### config.mk
export PLATFORM = sky130hd
export DESIGN_NAME = tmem_load_ctl
export DESIGN_NICKNAME = d
export VERILOG_FILES = /design/src/rtl/tmem_pkg.sv /design/src/rtl/tmem_load_fifo.sv /design/src/rtl/tmem_load_ctl.sv
export SDC_FILE = /design/constraint.sdc
export NUM_CORES = 1
export LEC_CHECK = 0
export ABC_AREA = 1
export BUFFER_PORTS_ARGS = -buffer_cell sky130_fd_sc_hd__buf_2
export CORE_UTILIZATION = 25
export DETAILED_ROUTE_END_ITERATION = 16
export PLACE_DENSITY_LB_ADDON = 0.3
export RECOVER_POWER = 50
export SETUP_SLACK_MARGIN = 0.02
export SLEW_MARGIN = 20
export SYNTH_ARGS = -nofsm -noshare
export SYNTH_HDL_FRONTEND = slang
export SYNTH_SLANG_ARGS = --single-unit
### constraint.sdc
create_clock -name gclk -period 5.91 [get_ports gclk]
set_input_delay 0.2955 -clock gclk [delete_from_list [all_inputs] [get_ports gclk]]
set_output_delay 0.2955 -clock gclk [all_outputs]
set_load 0.05 [all_outputs]
### src/rtl/tmem_pkg.sv
// Shared TMEM geometry and load-controller state encoding.
package tmem_pkg;

   localparam int TMEM_AW = 9;
   localparam int TMEM_DW = 64;

   typedef enum logic [1:0] {
      ST_IDLE  = 2'd0,
      ST_WRITE = 2'd1,
      ST_TURN  = 2'd2,
      ST_DONE  = 2'd3
   } tmem_state_e;

endpackage

### src/rtl/tmem_load_fifo.sv
// Small synchronous word buffer between the memory stream and the TMEM write port.
// Head word is visible combinationally so a pop can register it the same edge.
module tmem_load_fifo
   import tmem_pkg::*;
#(
   parameter int DEPTH = 4,
   parameter int DW    = TMEM_DW
) (
   input  logic          clk_i,
   input  logic          rst_n_i,
   input  logic          flush_i,
   input  logic          push_i,
   input  logic [DW-1:0] data_i,
   input  logic          pop_i,
   output logic [DW-1:0] data_o,
   output logic          full_o,
   output logic          empty_o
);

   localparam int PW = $clog2(DEPTH);
   localparam logic [PW-1:0] PTR_ONE  = PW'(1);
   localparam logic [PW:0]   CNT_ONE  = (PW + 1)'(1);
   localparam logic [PW:0]   CNT_FULL = (PW + 1)'(DEPTH);

   logic [DW-1:0] mem_q [DEPTH];
   logic [PW-1:0] wr_ptr_q;
   logic [PW-1:0] rd_ptr_q;
   logic [PW:0]   count_q;
   logic          do_push_s;
   logic          do_pop_s;

   assign full_o    = (count_q == CNT_FULL);
   assign empty_o   = (count_q == {(PW + 1){1'b0}});
   assign do_push_s = push_i && !full_o;
   assign do_pop_s  = pop_i && !empty_o;
   assign data_o    = mem_q[rd_ptr_q];

   // Storage array; contents are don't-care while empty so it carries no reset.
   always_ff @(posedge clk_i) begin
      if (do_push_s) begin
         mem_q[wr_ptr_q] <= data_i;
      end
   end

   // Pointer and occupancy tracking; flush discards anything left from a prior load.
   always_ff @(posedge clk_i or negedge rst_n_i) begin
      if (!rst_n_i) begin
         wr_ptr_q <= {PW{1'b0}};
         rd_ptr_q <= {PW{1'b0}};
         count_q  <= {(PW + 1){1'b0}};
      end else if (flush_i) begin
         wr_ptr_q <= {PW{1'b0}};
         rd_ptr_q <= {PW{1'b0}};
         count_q  <= {(PW + 1){1'b0}};
      end else begin
         if (do_push_s) begin
            wr_ptr_q <= wr_ptr_q + PTR_ONE;
         end
         if (do_pop_s) begin
            rd_ptr_q <= rd_ptr_q + PTR_ONE;
         end
         case ({do_push_s, do_pop_s})
            2'b10:   count_q <= count_q + CNT_ONE;
            2'b01:   count_q <= count_q - CNT_ONE;
            default: count_q <= count_q;
         endcase
      end
   end

endmodule

### src/rtl/tmem_load_ctl.sv
// TMEM load controller: buffers a word stream and writes it to consecutive TMEM
// addresses, yielding the shared bus to the texture read path whenever it claims it.
module tmem_load_ctl
   import tmem_pkg::*;
#(
   parameter int FIFO_DEPTH = 4,
   parameter int TMEM_AW    = tmem_pkg::TMEM_AW
) (
   input  logic               gclk,
   input  logic               reset_l,
   input  logic               load_start,
   input  logic [TMEM_AW-1:0] load_addr,
   input  logic [TMEM_AW-1:0] load_len,
   input  logic               in_valid,
   output logic               in_ready,
   input  logic [TMEM_DW-1:0] in_data,
   input  logic               bus_busy,
   output logic [TMEM_DW-1:0] tmem_data_out,
   output logic               tmem_enable,
   output logic               tmem_we,
   output logic [TMEM_AW-1:0] tmem_addr,
   output logic               load_busy,
   output logic               load_done
);

   localparam logic [TMEM_AW:0]   CNT_ZERO = {(TMEM_AW + 1){1'b0}};
   localparam logic [TMEM_AW:0]   CNT_ONE  = (TMEM_AW + 1)'(1);
   localparam logic [TMEM_AW-1:0] ADDR_ONE = TMEM_AW'(1);

   tmem_state_e        state_q;
   logic [TMEM_AW-1:0] wr_addr_q;
   logic [TMEM_AW:0]   pop_left_q;
   logic [TMEM_AW:0]   acc_left_q;
   logic [TMEM_DW-1:0] data_q;
   logic [TMEM_AW-1:0] addr_q;
   logic               we_q;
   logic               busy_q;
   logic               done_q;

   logic               in_ready_s;
   logic               push_s;
   logic               pop_s;
   logic               flush_s;
   logic               fifo_full_s;
   logic               fifo_empty_s;
   logic [TMEM_DW-1:0] fifo_head_s;

   // Accept words only while a load is active, there is room, and the load still needs them.
   always_comb begin
      in_ready_s = 1'b0;
      if ((state_q == ST_WRITE || state_q == ST_TURN) && !fifo_full_s && (acc_left_q != CNT_ZERO)) begin
         in_ready_s = 1'b1;
      end else begin
         in_ready_s = 1'b0;
      end
   end

   assign push_s  = in_valid && in_ready_s;
   assign pop_s   = (state_q == ST_WRITE) && (pop_left_q != CNT_ZERO) && !bus_busy && !fifo_empty_s;
   assign flush_s = (state_q == ST_IDLE) && load_start;

   tmem_load_fifo #(
      .DEPTH (FIFO_DEPTH),
      .DW    (TMEM_DW)
   ) u_fifo (
      .clk_i   (gclk),
      .rst_n_i (reset_l),
      .flush_i (flush_s),
      .push_i  (push_s),
      .data_i  (in_data),
      .pop_i   (pop_s),
      .data_o  (fifo_head_s),
      .full_o  (fifo_full_s),
      .empty_o (fifo_empty_s)
   );

   // Load FSM, address/length counters and registered TMEM strobes.
   always_ff @(posedge gclk or negedge reset_l) begin
      if (!reset_l) begin
         state_q    <= ST_IDLE;
         wr_addr_q  <= {TMEM_AW{1'b0}};
         pop_left_q <= CNT_ZERO;
         acc_left_q <= CNT_ZERO;
         data_q     <= {TMEM_DW{1'b0}};
         addr_q     <= {TMEM_AW{1'b0}};
         we_q       <= 1'b0;
         busy_q     <= 1'b0;
         done_q     <= 1'b0;
      end else begin
         if (push_s) begin
            acc_left_q <= acc_left_q - CNT_ONE;
         end
         case (state_q)
            ST_IDLE: begin
               we_q   <= 1'b0;
               done_q <= 1'b0;
               if (load_start) begin
                  wr_addr_q  <= load_addr;
                  pop_left_q <= {1'b0, load_len} + CNT_ONE;
                  acc_left_q <= {1'b0, load_len} + CNT_ONE;
                  busy_q     <= 1'b1;
                  state_q    <= ST_WRITE;
               end else begin
                  busy_q <= 1'b0;
               end
            end
            ST_WRITE: begin
               // The last write is still on the bus this cycle, so DONE follows one edge later.
               if (pop_left_q == CNT_ZERO) begin
                  we_q    <= 1'b0;
                  done_q  <= 1'b1;
                  state_q <= ST_DONE;
               end else if (bus_busy) begin
                  we_q    <= 1'b0;
                  state_q <= ST_TURN;
               end else if (pop_s) begin
                  data_q     <= fifo_head_s;
                  addr_q     <= wr_addr_q;
                  we_q       <= 1'b1;
                  wr_addr_q  <= wr_addr_q + ADDR_ONE;
                  pop_left_q <= pop_left_q - CNT_ONE;
               end else begin
                  we_q <= 1'b0;
               end
            end
            ST_TURN: begin
               // The edge leaving TURN yields one idle bus cycle for turnaround.
               we_q <= 1'b0;
               if (!bus_busy) begin
                  state_q <= ST_WRITE;
               end else begin
                  state_q <= ST_TURN;
               end
            end
            ST_DONE: begin
               we_q    <= 1'b0;
               done_q  <= 1'b0;
               busy_q  <= 1'b0;
               state_q <= ST_IDLE;
            end
            default: begin
               we_q    <= 1'b0;
               done_q  <= 1'b0;
               busy_q  <= 1'b0;
               state_q <= ST_IDLE;
            end
         endcase
      end
   end

   assign in_ready      = in_ready_s;
   assign tmem_data_out = data_q;
   assign tmem_addr     = addr_q;
   assign tmem_enable   = we_q;
   assign tmem_we       = we_q;
   assign load_busy     = busy_q;
   assign load_done     = done_q;

endmodule

== Yosys cells after proc, flatten, opt, wreduce, memory -nomap -nowiden ==
Memory sizes are Yosys's and may differ from the RTL's. A register that Yosys moved wholly into a read port is not among the register bits.
Cells that the tools add are included.

* Register bits: 50
* Memory bits (writable): 256
* Bits of input ports: 87
* Output and inout bits: 78
* Word-level logic and storage cells: 100
* Memories: 1

* Add/subtract/negate cells: 8
* Equal/unequal tests: 12
* Multiplexer cells: 35
* Bitwise gates (word level): 2
* Reductions and logical operators: 31

{| class="wikitable"
|+ Memory list
! name !! words !! bits a word !! read ports !! clocked after memory_dff !! write ports !! line !! text
|-
| u_fifo.mem_q || 4 || 64 || 1 || 1 || 1 || tmem_load_fifo.sv:25 || <nowiki>logic [DW-1:0] mem_q [DEPTH];</nowiki>
|}

{| class="wikitable"
|+ Operator list
! kind !! count
|-
| $mux 10 || 7
|-
| $mux 9 || 4
|-
| $pmux 10 s2 || 1
|-
| $reduce_bool 10->1 || 2
|-
| $sub 10x1->10 const B || 2
|-
| $pmux 9 s2 || 1
|-
| $mux 2 || 8
|-
| $add 9x1->10 const B || 1
|-
| $logic_not 10->1 || 1
|-
| $reduce_bool 2->1 || 5
|-
| $add 9x1->9 const B || 1
|-
| $logic_and 1x1->1 || 9
|-
| $mux 1 || 8
|-
| $pmux 2 s4 || 1
|-
| $eq 2x2->1 const B || 3
|-
| $ne 2x2->1 const B || 3
|-
| $pmux 1 s2 || 3
|-
| $pmux 3 s2 || 1
|-
| $reduce_and 5->1 || 1
|-
| $add 2x1->2 const B || 2
|-
| $eq 2x1->1 const B || 2
|-
| $logic_not 1->1 || 4
|-
| $ne 2x1->1 const B || 2
|-
| $reduce_and 2->1 || 2
|-
| other kinds (13) || 14
|}

== Logic depth before layout (Yosys ltp) ==
* Depth after elaboration: 10
* Depth in mapped cells: 16
* Gate-level depth less buffers: 16

== Modules after synthesis ==
From an unflattened synthesis, not the netlist that was laid out.

* Cell total of the unflattened synthesis: 1374
* Area total of the unflattened synthesis: 15210.8 µm²

{| class="wikitable"
|+ By module, submodules not included
! module !! times used !! cells an instance !! area an instance (µm²) !! sequential area each (µm²)
|-
| tmem_load_fifo || 1 || 686 || 9965.8 || 7862.5
|-
| tmem_load_ctl || 1 || 688 || 5245.0 || 2677.6
|}

== Least setup slack after synthesis ==
No wires, ideal clock.

* Kind: flip-flop to flip-flop
* Start point: register state_q[0]
* End point: memory u_fifo.mem_q[0][0] (netlist bit), enable pin
* Setup time: 0.487 ns
* Data arrival time: 4.012 ns
* Data required time: 5.423 ns
* Slack: 1.410 ns
* Cell stages (with the launch flop): 8
* Buffers on the path: 1
* Period minus slack after synthesis: 4.500 ns
* Cell sequence: dfrtp_1 -> inv_1 -> ha_1 -> inv_1 -> a31oi_4 -> nand3_4 -> buf_6 -> nor2_1

* Word-level cells in the longest chain between the ends: 9
* Elaborated cells on any way between the ends: 10
* Those cells by class: eq/ne: 2; mux: 3; reduce/logical: 5

{| class="wikitable"
|+ RTL lines
! item !! line !! text
|-
| start, declared || tmem_load_ctl.sv:30 || <nowiki>tmem_state_e state_q;</nowiki>
|-
| start signal, assigned || tmem_load_ctl.sv:80 || <nowiki>state_q <= ST_IDLE;</nowiki>
|-
| start signal, assigned || tmem_load_ctl.sv:102 || <nowiki>state_q <= ST_WRITE;</nowiki>
|-
| start signal, assigned || tmem_load_ctl.sv:112 || <nowiki>state_q <= ST_DONE;</nowiki>
|-
| $eq 2x1->1 or $eq 2x2->1 (tied branches) || tmem_load_ctl.sv:51 || <nowiki>if ((state_q == ST_WRITE || state_q == ST_TURN) && !fifo_full_s && (acc_left_q != CNT_ZERO)) begin</nowiki>
|-
| $logic_or 1x1->1 * || tmem_load_ctl.sv:51 ||
|-
| $logic_and 1x1->1 * (2 in a row) || tmem_load_ctl.sv:51 ||
|-
| $mux 1 * || tmem_load_ctl.sv:51 ||
|-
| $logic_and 1x1->1 * || tmem_load_ctl.sv:58 || <nowiki>assign push_s = in_valid && in_ready_s;</nowiki>
|-
| $logic_and 1x1->1 * || tmem_load_fifo.sv:34 || <nowiki>assign do_push_s = push_i && !full_o;</nowiki>
|-
| $mux 1 * || tmem_load_fifo.sv:40 || <nowiki>if (do_push_s) begin</nowiki>
|-
| $mux 1 (implied by the code) * || tmem_load_fifo.sv:41 || <nowiki>mem_q[wr_ptr_q] <= data_i;</nowiki>
|-
| end, declared || tmem_load_fifo.sv:25 ||
|}

Mark *: on every way between the ends. The rest lies on a longest branch, timed or not.

== Worst setup path in the final report ==
* Start point: register state_q[0]
* End point: memory u_fifo.mem_q[3][16] (netlist bit), enable pin

Same word-level chain as after synthesis.

==> out/metrics.cfg <==
[pwr]
powerDensity_nw_per_um2 = 550
irDropWorstVdd_v = 0.000281
p_leak_nw = 7.11
finalPower_mw = 10.3

[placement]
hpwl_microns = 22100
dp.cells = 2215
port_buffers = 164
gp_congestion = 0.761

[cells_and_area]
nNetsFinal = 1645
fillers = 6246
final_cells = 2362
area_delta_synth_final_pct = 22.5
drive_above_1_share_pct = 11.2

[yosys]
syn_inst = 1327
synthesis.area_sq_um = 15300
yosysSeqAreaShare_pct = 68.9
synth_nets = 1428
synth_ff_type = edfxtp_1
synth-seq-cells = 370
synth_edf_count = 256
ys_async_sr_fraction_pct = 30.8
syn_avg_cell_area_sq_um = 11.5
synth.distinct_cells = 44
yosys_warnings = 0

[clock_tree]
clkSinkCount = 370
clk_latency_ns = 0.57
post_cts_resized = 0
cts_buffers = 43
cts_root_buffer = clkbuf_16
cts_tree = built
htree_levels = 2
ctsLongestPathBuffers = 3
path_clk_slew_ns = 0.06

[worst_setup_path]
cpMostUsedCell = inv_1
criticalPathCategory = register to register
cp-start-kind = register
crit_arrival_ns = 3.36
crit_buf_inv = 3
crit_path_end_kind = register
cp_cell_sequence = inv_1, ha_1, inv_1, a31oi_4, nand3_4, nor2_4, buf_4
worst_ep_required_time_ns = 6.10
max_stage_delay_ns = 0.76
cpMaxStageDelayCell = buf_4
cp_max_fo = 48
cpLargestDelayFamily = buffers and inverters

[sta]
fin_tns_setup_ns = 0
slew_headroom_pct = 31.6
slew_violations = 0
final_hold_viol_count = 0
grt_setup_unrepaired = false
fin_crit_ns = 3.16
tightest_slew_ns = 1.02
fmaxAchievable_ghz = 0.316
finalCritPeriodShare_pct = 53.5
worst_clock_skew_ns = 0.0139
hold-worst-slack_ns = 0.0501
setup_violations = 0

[detailed_routing]
drt_wl_total_microns = 38400
drc = 0
avgRoutedWirePerCell_microns = 16.2
drtIter0Drc = 503
avgViaCountPerCell = 4.36
dr.pass1.iters = 5
antenna_left = 0
vias = 10292

[floorplanning]
dieHeight_microns = 249
ios = 165
die_area_sq_um = 62200
start_util_pct = 25.3
num_rows = 90
placeableCoreArea_sq_um = 60400
die_w_microns = 249

[global_route]
grt_pass1_wl_microns = 60200
grt_pass1_vias = 10418
grt_start_max_net_pins = 90
gr-total-overflow = 0
track_usage_pct = 12.4
antenna_found_initial = 7

[run_status]
status = finished clean

[flow_run]
drv_cap = 0

[worst_hold_path]
hold_path.class = input pin to register

==> path summary, 6_finish.rpt <==
check | start | to | slack (ns) | cells after the start
min in group asynchronous | reset_l | acc_left_q[4] | 0.39 | 2
min reg2reg | tmem_data_out[41] | tmem_data_out[41] | 0.48 | 2
min | load_start | load_busy | 0.05 | 3
max reg2reg | state_q[0] | u_fifo.mem_q[3][16] | 2.75 | 7
max | state_q[0] | u_fifo.mem_q[3][16] | 2.75 | 7
max in group asynchronous | reset_l | tmem_data_out[10] | 4.46 | 3
==> power by group <==
group          internal [mW]  total (mW)  switching (mW)
combinational          0.951        3.79            2.84
sequential              3.50        3.85           0.350
clock                   1.56        2.65            1.09
==> timing repair <==
item,CTS,global route
endpoints found under the hold margin,337,0
hold buffers,66,0
buffers inserted,0,0
==> placed cells by master (no fill, tap or decap), drive strengths merged, types with 8 or more instances in the layout <==
cell type      n
a21oi         15
buf           41
clkbuf       186
clkinv        19
dfrtp        114
dlygate4sd3   66
edfxtp       256
ha            13
inv           56
nand2        316
nand3         26
nor2         176
o21ai        179
o22ai         65
xnor2          8
xor2           8
==> cell usage after synthesis, types with 2 or more instances <==
library cell	instances	area, sq um
nor2_4	3	33.8
o21ai_2	18	158
nand3_1	21	105
a31oi_1	4	25.0
nand4_1	7	43.8
buf_2	21	105
nor2_8	2	40.0
a21oi_1	15	75.1
o21ai_0	157	786
xnor2_1	8	70.1
ha_1	13	163
o21ai_1	4	20.0
nor3_1	2	10.0
nor2_1	170	638
nand2_2	17	106
nand2_1	295	1110
dfrtp_1	114	2850
or2_2	2	12.5
buf_6	10	113
xor2_1	8	70.1
buf_8	2	30.0
inv_1	46	173
edfxtp_1	256	7690
nand2_4	4	45.0
buf_4	9	67.6
inv_4	2	12.5
o22ai_1	65	407
nand3_2	2	20.0
clkbuf_1	28	105
inv_2	6	22.5
nand3_4	3	52.6
==> layer usage <==
| metal | track usage, % | share of wire (%) |
|---|---|---|
| met1 | 16.3 | 46 |
| met2 | 20.4 | 47 |
| met3 | 3.15 | 5.1 |
| met4 | 3.17 | 1.8 |
| met5 | 0 | 0.13 |
==> final cells by class <==
class	instances	area (sq um)	area share, %
flip-flops and latches	370	10500	56.3
multi-input cells	831	4130	22.1
repair buffers	242	1420	7.59
clock buffers	51	1140	6.07
well taps	782	978	5.23
clock inverters	28	285	1.52
inverters	56	223	1.19
diodes	2	5.00	0.0267
==> worst min-delay path, stage by stage <==
cell,delay [ns]
buf_2,0.14
nand2_1,0.07
o21ai_0,0.07
==> stage by stage <==
step	setup WS (ns)	cell area (sq um)	utilization [%]
6_report	2.75	18700	31.0
5_1_grt	2.52	18700	31.0
4_1_cts	2.63	18900	31.3
3_5_place_dp	2.66	16800	27.9
3_3_place_gp	2.69	16800	27.9
2_1_floorplan	1.41	15300	-
==> cells by family after synthesis <==
group           synth area share (%)
flops                           68.9
buf+inv                         4.19
mux                           0.0655
simple gates                    14.7
fa+ha+maj                       1.19
compound gates                  9.98
xor+xnor                       0.917
==> flip-flops by register name (all words and copies together) (netlist names) <==
register	flops
u_fifo.count_q	3
acc_left_q	10
state_q	2
tmem_data_out	64
u_fifo.wr_ptr_q	2
tmem_enable	1
load_done	1
wr_addr_q	9
pop_left_q	10
load_busy	1
tmem_addr	9
u_fifo.rd_ptr_q	2
u_fifo.mem_q	256
Note: power is estimated with default switching activity, not from simulation.
